File: config.mk
export PLATFORM = sky130hd
export DESIGN_NAME = fetch_queue
export DESIGN_NICKNAME = d
export VERILOG_FILES = /design/src/rtl/cpu_pkg.sv /design/src/rtl/fq_fifo.sv /design/src/rtl/fetch_queue.sv
export SDC_FILE = /design/constraint.sdc
export NUM_CORES = 1
export LEC_CHECK = 0
export CORE_MARGIN = 8
export CORE_UTILIZATION = 60
export DETAILED_ROUTE_END_ITERATION = 10
export PLACE_DENSITY_LB_ADDON = 0.3
export SLEW_MARGIN = 40
export SYNTH_ARGS = -nofsm -noshare
export SYNTH_HDL_FRONTEND = slang
export SYNTH_SLANG_ARGS = --single-unit
export TNS_END_PERCENT = 20
File: constraint.sdc
create_clock -name clk -period 19.7 [get_ports clk]
set_input_delay 2.955 -clock clk [delete_from_list [all_inputs] [get_ports clk]]
set_output_delay 2.955 -clock clk [all_outputs]
set_load 0.02 [all_outputs]
File: src/rtl/cpu_pkg.sv
// rtl/cpu_pkg.sv - shared CPU constants and fetch-queue state encoding
package cpu_pkg;

  localparam int XLEN = 32;
  localparam logic [XLEN-1:0] RESET_PC_DEFAULT = 32'h0000_0000;

  typedef enum logic [1:0] {
    ST_FETCH = 2'd0,
    ST_FULL  = 2'd1,
    ST_DROP  = 2'd2
  } fq_state_e;

  typedef struct packed {
    logic [XLEN-1:0] pc;
    logic [XLEN-1:0] instr;
  } fq_entry_t;

  function automatic logic [XLEN-1:0] word_align(input logic [XLEN-1:0] a);
    return a & ~XLEN'(3);
  endfunction

endpackage

File: src/rtl/fq_fifo.sv
// rtl/fq_fifo.sv - register-based FIFO of {pc, instr} entries with flush
module fq_fifo
  import cpu_pkg::*;
#(
  parameter int DEPTH = 4,
  localparam int AW = $clog2(DEPTH),
  localparam int CW = AW + 1
) (
  input  logic          clk,
  input  logic          reset,
  input  logic          push,
  input  fq_entry_t     push_data,
  input  logic          pop,
  input  logic          flush,
  output fq_entry_t     head,
  output logic [CW-1:0] count
);

  localparam logic [CW-1:0] FULL_CNT = CW'(DEPTH);

  fq_entry_t     mem_q [DEPTH];
  fq_entry_t     mem_d [DEPTH];
  logic [AW-1:0] wr_ptr_q, wr_ptr_d;
  logic [AW-1:0] rd_ptr_q, rd_ptr_d;
  logic [CW-1:0] count_q, count_d;
  logic          do_push, do_pop;

  // A push into a full FIFO is accepted only when the head leaves in the same cycle.
  always_comb begin
    do_pop   = pop && (count_q != '0);
    do_push  = push && ((count_q != FULL_CNT) || do_pop);
    mem_d    = mem_q;
    wr_ptr_d = wr_ptr_q;
    rd_ptr_d = rd_ptr_q;
    count_d  = count_q;
    if (flush) begin
      wr_ptr_d = '0;
      rd_ptr_d = '0;
      count_d  = '0;
    end else begin
      if (do_push) begin
        mem_d[wr_ptr_q] = push_data;
        wr_ptr_d        = wr_ptr_q + 1'b1;
      end
      if (do_pop) begin
        rd_ptr_d = rd_ptr_q + 1'b1;
      end
      count_d = count_q + CW'(do_push) - CW'(do_pop);
    end
  end

  always_ff @(posedge clk or posedge reset) begin
    if (reset) begin
      for (int i = 0; i < DEPTH; i++) begin
        mem_q[i] <= '0;
      end
      wr_ptr_q <= '0;
      rd_ptr_q <= '0;
      count_q  <= '0;
    end else begin
      mem_q    <= mem_d;
      wr_ptr_q <= wr_ptr_d;
      rd_ptr_q <= rd_ptr_d;
      count_q  <= count_d;
    end
  end

  assign head  = mem_q[rd_ptr_q];
  assign count = count_q;

endmodule

File: src/rtl/fetch_queue.sv
// rtl/fetch_queue.sv - instruction fetch engine feeding a small decode queue
module fetch_queue
  import cpu_pkg::*;
#(
  parameter int              DEPTH    = 4,
  parameter logic [XLEN-1:0] RESET_PC = RESET_PC_DEFAULT
) (
  input  logic            clk,
  input  logic            reset,
  output logic            imem_req,
  output logic [XLEN-1:0] imem_addr,
  input  logic            imem_ack,
  input  logic [XLEN-1:0] imem_rdata,
  input  logic            redirect,
  input  logic [XLEN-1:0] redirect_pc,
  output logic            instr_valid,
  output logic [XLEN-1:0] instr,
  output logic [XLEN-1:0] instr_pc,
  input  logic            instr_ready
);

  localparam int CW = $clog2(DEPTH) + 1;
  localparam logic [CW-1:0] FULL_CNT = CW'(DEPTH);

  fq_state_e       state_q, state_d;
  logic [XLEN-1:0] fetch_pc_q, fetch_pc_d;
  logic [XLEN-1:0] addr_q, addr_d;
  logic [CW-1:0]   count;
  logic [CW-1:0]   count_after_pop;
  logic            push, pop;
  fq_entry_t       head;
  fq_entry_t       push_entry;

  assign instr_valid = (count != '0);
  assign pop         = instr_valid && instr_ready && !redirect;
  assign instr       = head.instr;
  assign instr_pc    = head.pc;
  assign imem_req    = !reset && (state_q != ST_FULL);
  assign imem_addr   = addr_q;
  assign push_entry  = '{pc: fetch_pc_q, instr: imem_rdata};

  always_comb begin
    state_d         = state_q;
    fetch_pc_d      = fetch_pc_q;
    push            = 1'b0;
    count_after_pop = count - CW'(pop);
    case (state_q)
      ST_FETCH: begin
        if (redirect) begin
          fetch_pc_d = word_align(redirect_pc);
          state_d    = imem_ack ? ST_FETCH : ST_DROP;
        end else if (imem_ack) begin
          push       = 1'b1;
          fetch_pc_d = fetch_pc_q + 32'd4;
          if ((count_after_pop + 1'b1) == FULL_CNT) begin
            state_d = ST_FULL;
          end
        end
      end
      ST_FULL: begin
        if (redirect) begin
          fetch_pc_d = word_align(redirect_pc);
          state_d    = ST_FETCH;
        end else if (pop) begin
          state_d = ST_FETCH;
        end
      end
      ST_DROP: begin
        if (redirect) begin
          fetch_pc_d = word_align(redirect_pc);
        end
        if (imem_ack) begin
          state_d = ST_FETCH;
        end
      end
      default: state_d = ST_FETCH;
    endcase
    // The stale request keeps its address until memory answers it.
    addr_d = (state_d == ST_DROP) ? addr_q : fetch_pc_d;
  end

  always_ff @(posedge clk or posedge reset) begin
    if (reset) begin
      state_q    <= ST_FETCH;
      fetch_pc_q <= RESET_PC;
      addr_q     <= RESET_PC;
    end else begin
      state_q    <= state_d;
      fetch_pc_q <= fetch_pc_d;
      addr_q     <= addr_d;
    end
  end

  fq_fifo #(.DEPTH(DEPTH)) u_fifo (
    .clk       (clk),
    .reset     (reset),
    .push      (push),
    .push_data (push_entry),
    .pop       (pop),
    .flush     (redirect),
    .head      (head),
    .count     (count)
  );

endmodule
## After elaboration in Yosys (flattened, before gate mapping)

Cells that the tools add are included.

| storage, ports and cells | value |
|---|---|
| register bits after elaboration | 329 |
| bits of input ports | 69 |
| output and inout bits | 98 |
| word-level logic and storage cells | 74 |

| operators by class | value |
|---|---|
| $add $sub $neg | 7 |
| order comparisons | 3 |
| equal/unequal tests | 6 |
| muxes and demuxes | 26 |
| bitwise logic cells | 3 |
| reduce and logical (&&, ||, !) cells | 15 |

Operators by type and width:

| kind | count |
|---|---|
| bitwise mux 256 bit | 1 |
| two-way mux 64 bit | 3 |
| binary-select mux 64 bit (select 2 bit) | 1 |
| demux 64 bit (select 2 bit) | 1 |
| two-way mux 32 bit | 3 |
| case mux 32 bit (2 select lines) | 1 |
| adder 32 x 3 -> 32 bit, second input constant | 1 |
| two-way mux 2 bit | 11 |
| greater-or-equal comparator 3 bit, second input constant | 2 |
| logical AND 1 bit | 6 |
| inverter 2 -> 3 bit | 2 |
| case mux 2 bit (3 select lines) | 1 |
| subtractor 3 x 1 -> 3 bit | 2 |
| adder 2 x 1 -> 2 bit, second input constant | 2 |
| equality test 2 bit, second input constant | 2 |
| nonzero test 2 bit | 2 |
| adder 3 x 1 -> 3 bit | 1 |
| adder 3 x 1 -> 3 bit, second input constant | 1 |
| equality test 3 bit, second input constant | 1 |
| < comparator 3 x 1 -> 1 bit, second input constant | 1 |
| two-way mux 1 bit | 3 |
| two-way mux 3 bit | 1 |
| inequality test 3 bit, second input constant | 1 |
| nonzero test 3 bit | 1 |
| 8 further kinds | 9 |

## Longest topological paths before layout

| depth | value |
|---|---|
| word-level depth | 11 |
| depth in mapped cells | 13 |
| depth with buffers taken out | 11 |

## Hierarchy

From an unflattened synthesis, not the netlist that was laid out.

| unflattened totals | value |
|---|---|
| cells, all modules | 1077 |
| area total of the unflattened synthesis | 16397.0 um^2 |

By module, submodules not included:

| module | instances | cells an instance | area each (um^2) | seq. area each (um^2) |
|---|---|---|---|---|
| fq_fifo | 1 | 663 | 12092.8 | 6581.3 |
| fetch_queue | 1 | 414 | 4304.1 | 1651.6 |

## Worst setup path after synthesis

OpenSTA, ideal clock, no wires.

| path | value |
|---|---|
| path kind | input to output |
| start | input reset |
| end | output imem_req |
| arrival | 3.235 ns |
| required time | 16.745 ns |
| setup slack | 13.510 ns |
| stages on the path | 1 |
| path buffers | 0 |
| cell sequence | nor2_1 |

| on the way | value |
|---|---|
| longest elaborated chain between the ends | 2 |

RTL lines:

| item | RTL line | text |
|---|---|---|
| start, declared | fetch_queue.sv:9 | `input logic reset,` |
| logical NOT 1 bit (no source line) | -- |  |
| logical AND 1 bit | fetch_queue.sv:38 | `assign imem_req = !reset && (state_q != ST_FULL);` |
| end, declared | fetch_queue.sv:10 | `output logic imem_req,` |

No other way between the ends.

## Worst setup path in the final report

Ends and elaborated chain as after synthesis.

==> flow_summary.yaml <==
synth:
  yosysTopAreaCellShare_pct: 53.89
  synth_enable_flop_cells: 0
  syn-instance-count: 1110
  synthMostInstantiatedCell: "dfrtp_1"
  synth_area_mm2: 0.01528
  syn_avg_cell_area_um2: 13.76
  synthArstFlopShare_pct: 100.0
  synth.net_count: 1193
  synth.area.top_cells: "dfrtp_1, mux2_2, mux4_2"
  synth_area_leader_cell: "dfrtp_1"
  yosys-top-cells-count: "dfrtp_1, mux2_2, mux4_2"
  muxShareOfSynthArea_pct: 28.09
  synth-xor-area-share_pct: 0.3440
  synth_top_family_by_area: "multiplexers"
  yosys.area_share.simple_pct: 6.699
  synthAdderAreaFrac_pct: 1.196
  ys.flop_type: "dfrtp_1"
  ys_seq_elements: 329
  ys_seq_area_share_pct: 53.89
  synth_cell_types: 78
  synth_compound_area_share_pct: 6.077
  synth.yosys.warnings: 0
cts:
  cts_num_sinks: 329
  ctsResizeCount: 0
  clk_pin_slew_ns: 0.05
  cts_root_buf: "clkbuf_16"
  clk_path_buf_depth: 3
  htreeDepth: 2
  cts_made_buffers: 36
  cts_tree: "built"
  hold_buffers: 0
  post_cts_buffers: 0
  insertion_delay_ns: 0.51
sta:
  tightestPinTransition_ns: 0.8395
  slew_violations: 0
  setup_viol: 0
  timing.setup.tns_ns: 0
  hold_viol_final: 0
  rsz0062_at_grt: "no"
  period_needed_ns: 7.271
  finClkSkew_ns: 0.02117
  hold_ws_ns: 0.4763
  finalCritPeriodShare_pct: 36.91
  max_freq_ghz: 0.1375
  max-slew-margin-rel_pct: 43.60
routing:
  viasPerCell: 6.307
  drt-initial-drc-count: 765
  wirelength_mm: 36.11
  drc: 0
  firstDrtPassIters: 5
  route.vias.total: 10003
  wl_per_cell_um: 22.77
  antenna_left: 0
die:
  rows: 58
  dieArea_mm2: 0.03082
  io_pins: 167
  start_util_pct: 60.84
  die_w_um: 175.6
  core_area_mm2: 0.02511
  die_y_um: 175.6
placed_design:
  gp_congestion: 0.9560
  dpl.hpwl_mm: 22.92
  port_buffers: 164
pwr:
  p_leak_nw: 8.050
  pwr_density_cell_mw_per_mm2: 144.9
  vdd_ir_drop_max_v: 0.00008785
grt:
  antenna_found_initial: 1
  grt-ovfl-total: 0
  grt_pass1_vias: 10647
  grt_pass1_wl_mm: 58.04
  track_usage_pct: 23.59
  grt_max_degree: 148
outcome:
  status: "completed"
setup_path:
  critPathArrivalTime_ns: 4.32
  cp-start-kind: "primary input"
  critPathKind: "primary input to output pin"
  required_ns: 16.75
  cp_max_fo: 2
  worst_setup_path_end_kind: "output pin"
layout:
  num_antenna_cells: 0
  drive_above_1_share_pct: 31.53
  area_growth_pct: 18.96
  final_util_pct: 72.38
  nets: 1320
min_path:
  min_path_type: "flip-flop to flip-flop"
run:
  drv_cap: 0
## cells by family after synthesis
group	count (synthesis)
buffers and inverters	111
AOI/OAI and AO/OA	140
adders and majority gates	14
muxes	317
DFF	329
and+or+nand+nor	193
xor gates and xnor gates	6
## sequential cells by signal, indices dropped and copies added (netlist names)
name / flops
u_fifo.rd_ptr_q: 2
fetch_pc_q: 32
imem_addr: 32
u_fifo.wr_ptr_q: 2
u_fifo.mem_q: 256
state_q: 2
u_fifo.count: 3
## power by group
group	switching (W)	internal, W
registers	0.000164	0.000877
clock network	0.000257	0.000373
logic	0.000442	0.000521
## metrics by stage
step,cell area [um2],power (W),setup WS [ns],instances
2_1_floorplan,15280,0.001628,7.634,1110
3_3_place_gp,16980,0.001980,12.53,1527
3_5_place_dp,17050,0.002015,12.45,1528
4_1_cts,18140,0.002654,12.44,1585
5_1_grt,18170,0.002764,12.37,1586
6_report,18170,0.002634,12.43,1586
## critical path: stages
cell and delay [ns]:
clkdlybuf4s50_1 0.55, nor2_1 0.17, clkdlybuf4s50_1 0.63
## per-layer routing
layer,wire (um),up-vias,GRT usage [%]
li1,-,4388,-
met1,15290,5198,31.44
met2,17580,355,38.93
met3,2456,60,4.681
met4,778,2,6.676
met5,10,-,0
## cells in the final DEF (no fill, tap or decap), drive strengths merged, types with 3 or more instances in the layout
master         instances
a211o                  3
a21oi                 19
a221oi                 5
a22oi                  3
a2bb2oi                4
a31oi                  7
a32oi                  5
a41oi                  6
and2                   5
and3                   6
and4                   5
buf                   12
clkbuf                54
clkdlybuf4s50        164
clkinv                 3
dfrtp                329
ha                    13
inv                   24
mux2                 251
mux4                  64
nand2                 58
nand3                 22
nand4                 17
nor2                  24
nor2b                  5
nor3                  21
nor3b                  3
nor4                   9
nor4b                  3
o211a                  3
o21a                   3
o21ai                 54
o22ai                  7
or2                    3
or4                    7
xnor2                  3
xor2                   3
## path summary, 6_finish.rpt
path	from	end	slack (ns)	cells past startpoint
max	reset	imem_req	12.43	3
min	u_fifo.mem_q[46]$_DFFE_PP0P_	u_fifo.mem_q[46]$_DFFE_PP0P_	0.48	2
max reg2reg	state_q[0]$_DFF_PP0_	imem_addr[5]$_DFFE_PP0P_	15.80	9
min reg2reg	u_fifo.mem_q[46]$_DFFE_PP0P_	u_fifo.mem_q[46]$_DFFE_PP0P_	0.48	2
max in group asynchronous	reset	u_fifo.mem_q[202]$_DFFE_PP0P_	15.14	5
min in group asynchronous	reset	imem_addr[14]$_DFFE_PP0P_	2.88	2
## final cells by class
cell class                 instances  area, um2
clock buffer                      54       1070
clock inverter                     3      26.28
fill                            1687       6935
inverter                          24      102.6
multi-input combinational        670       6529
sequential                       329       8238
tap                              330      412.9
timing repair buffer             176       1795
Power figures use the tool's default switching activity.
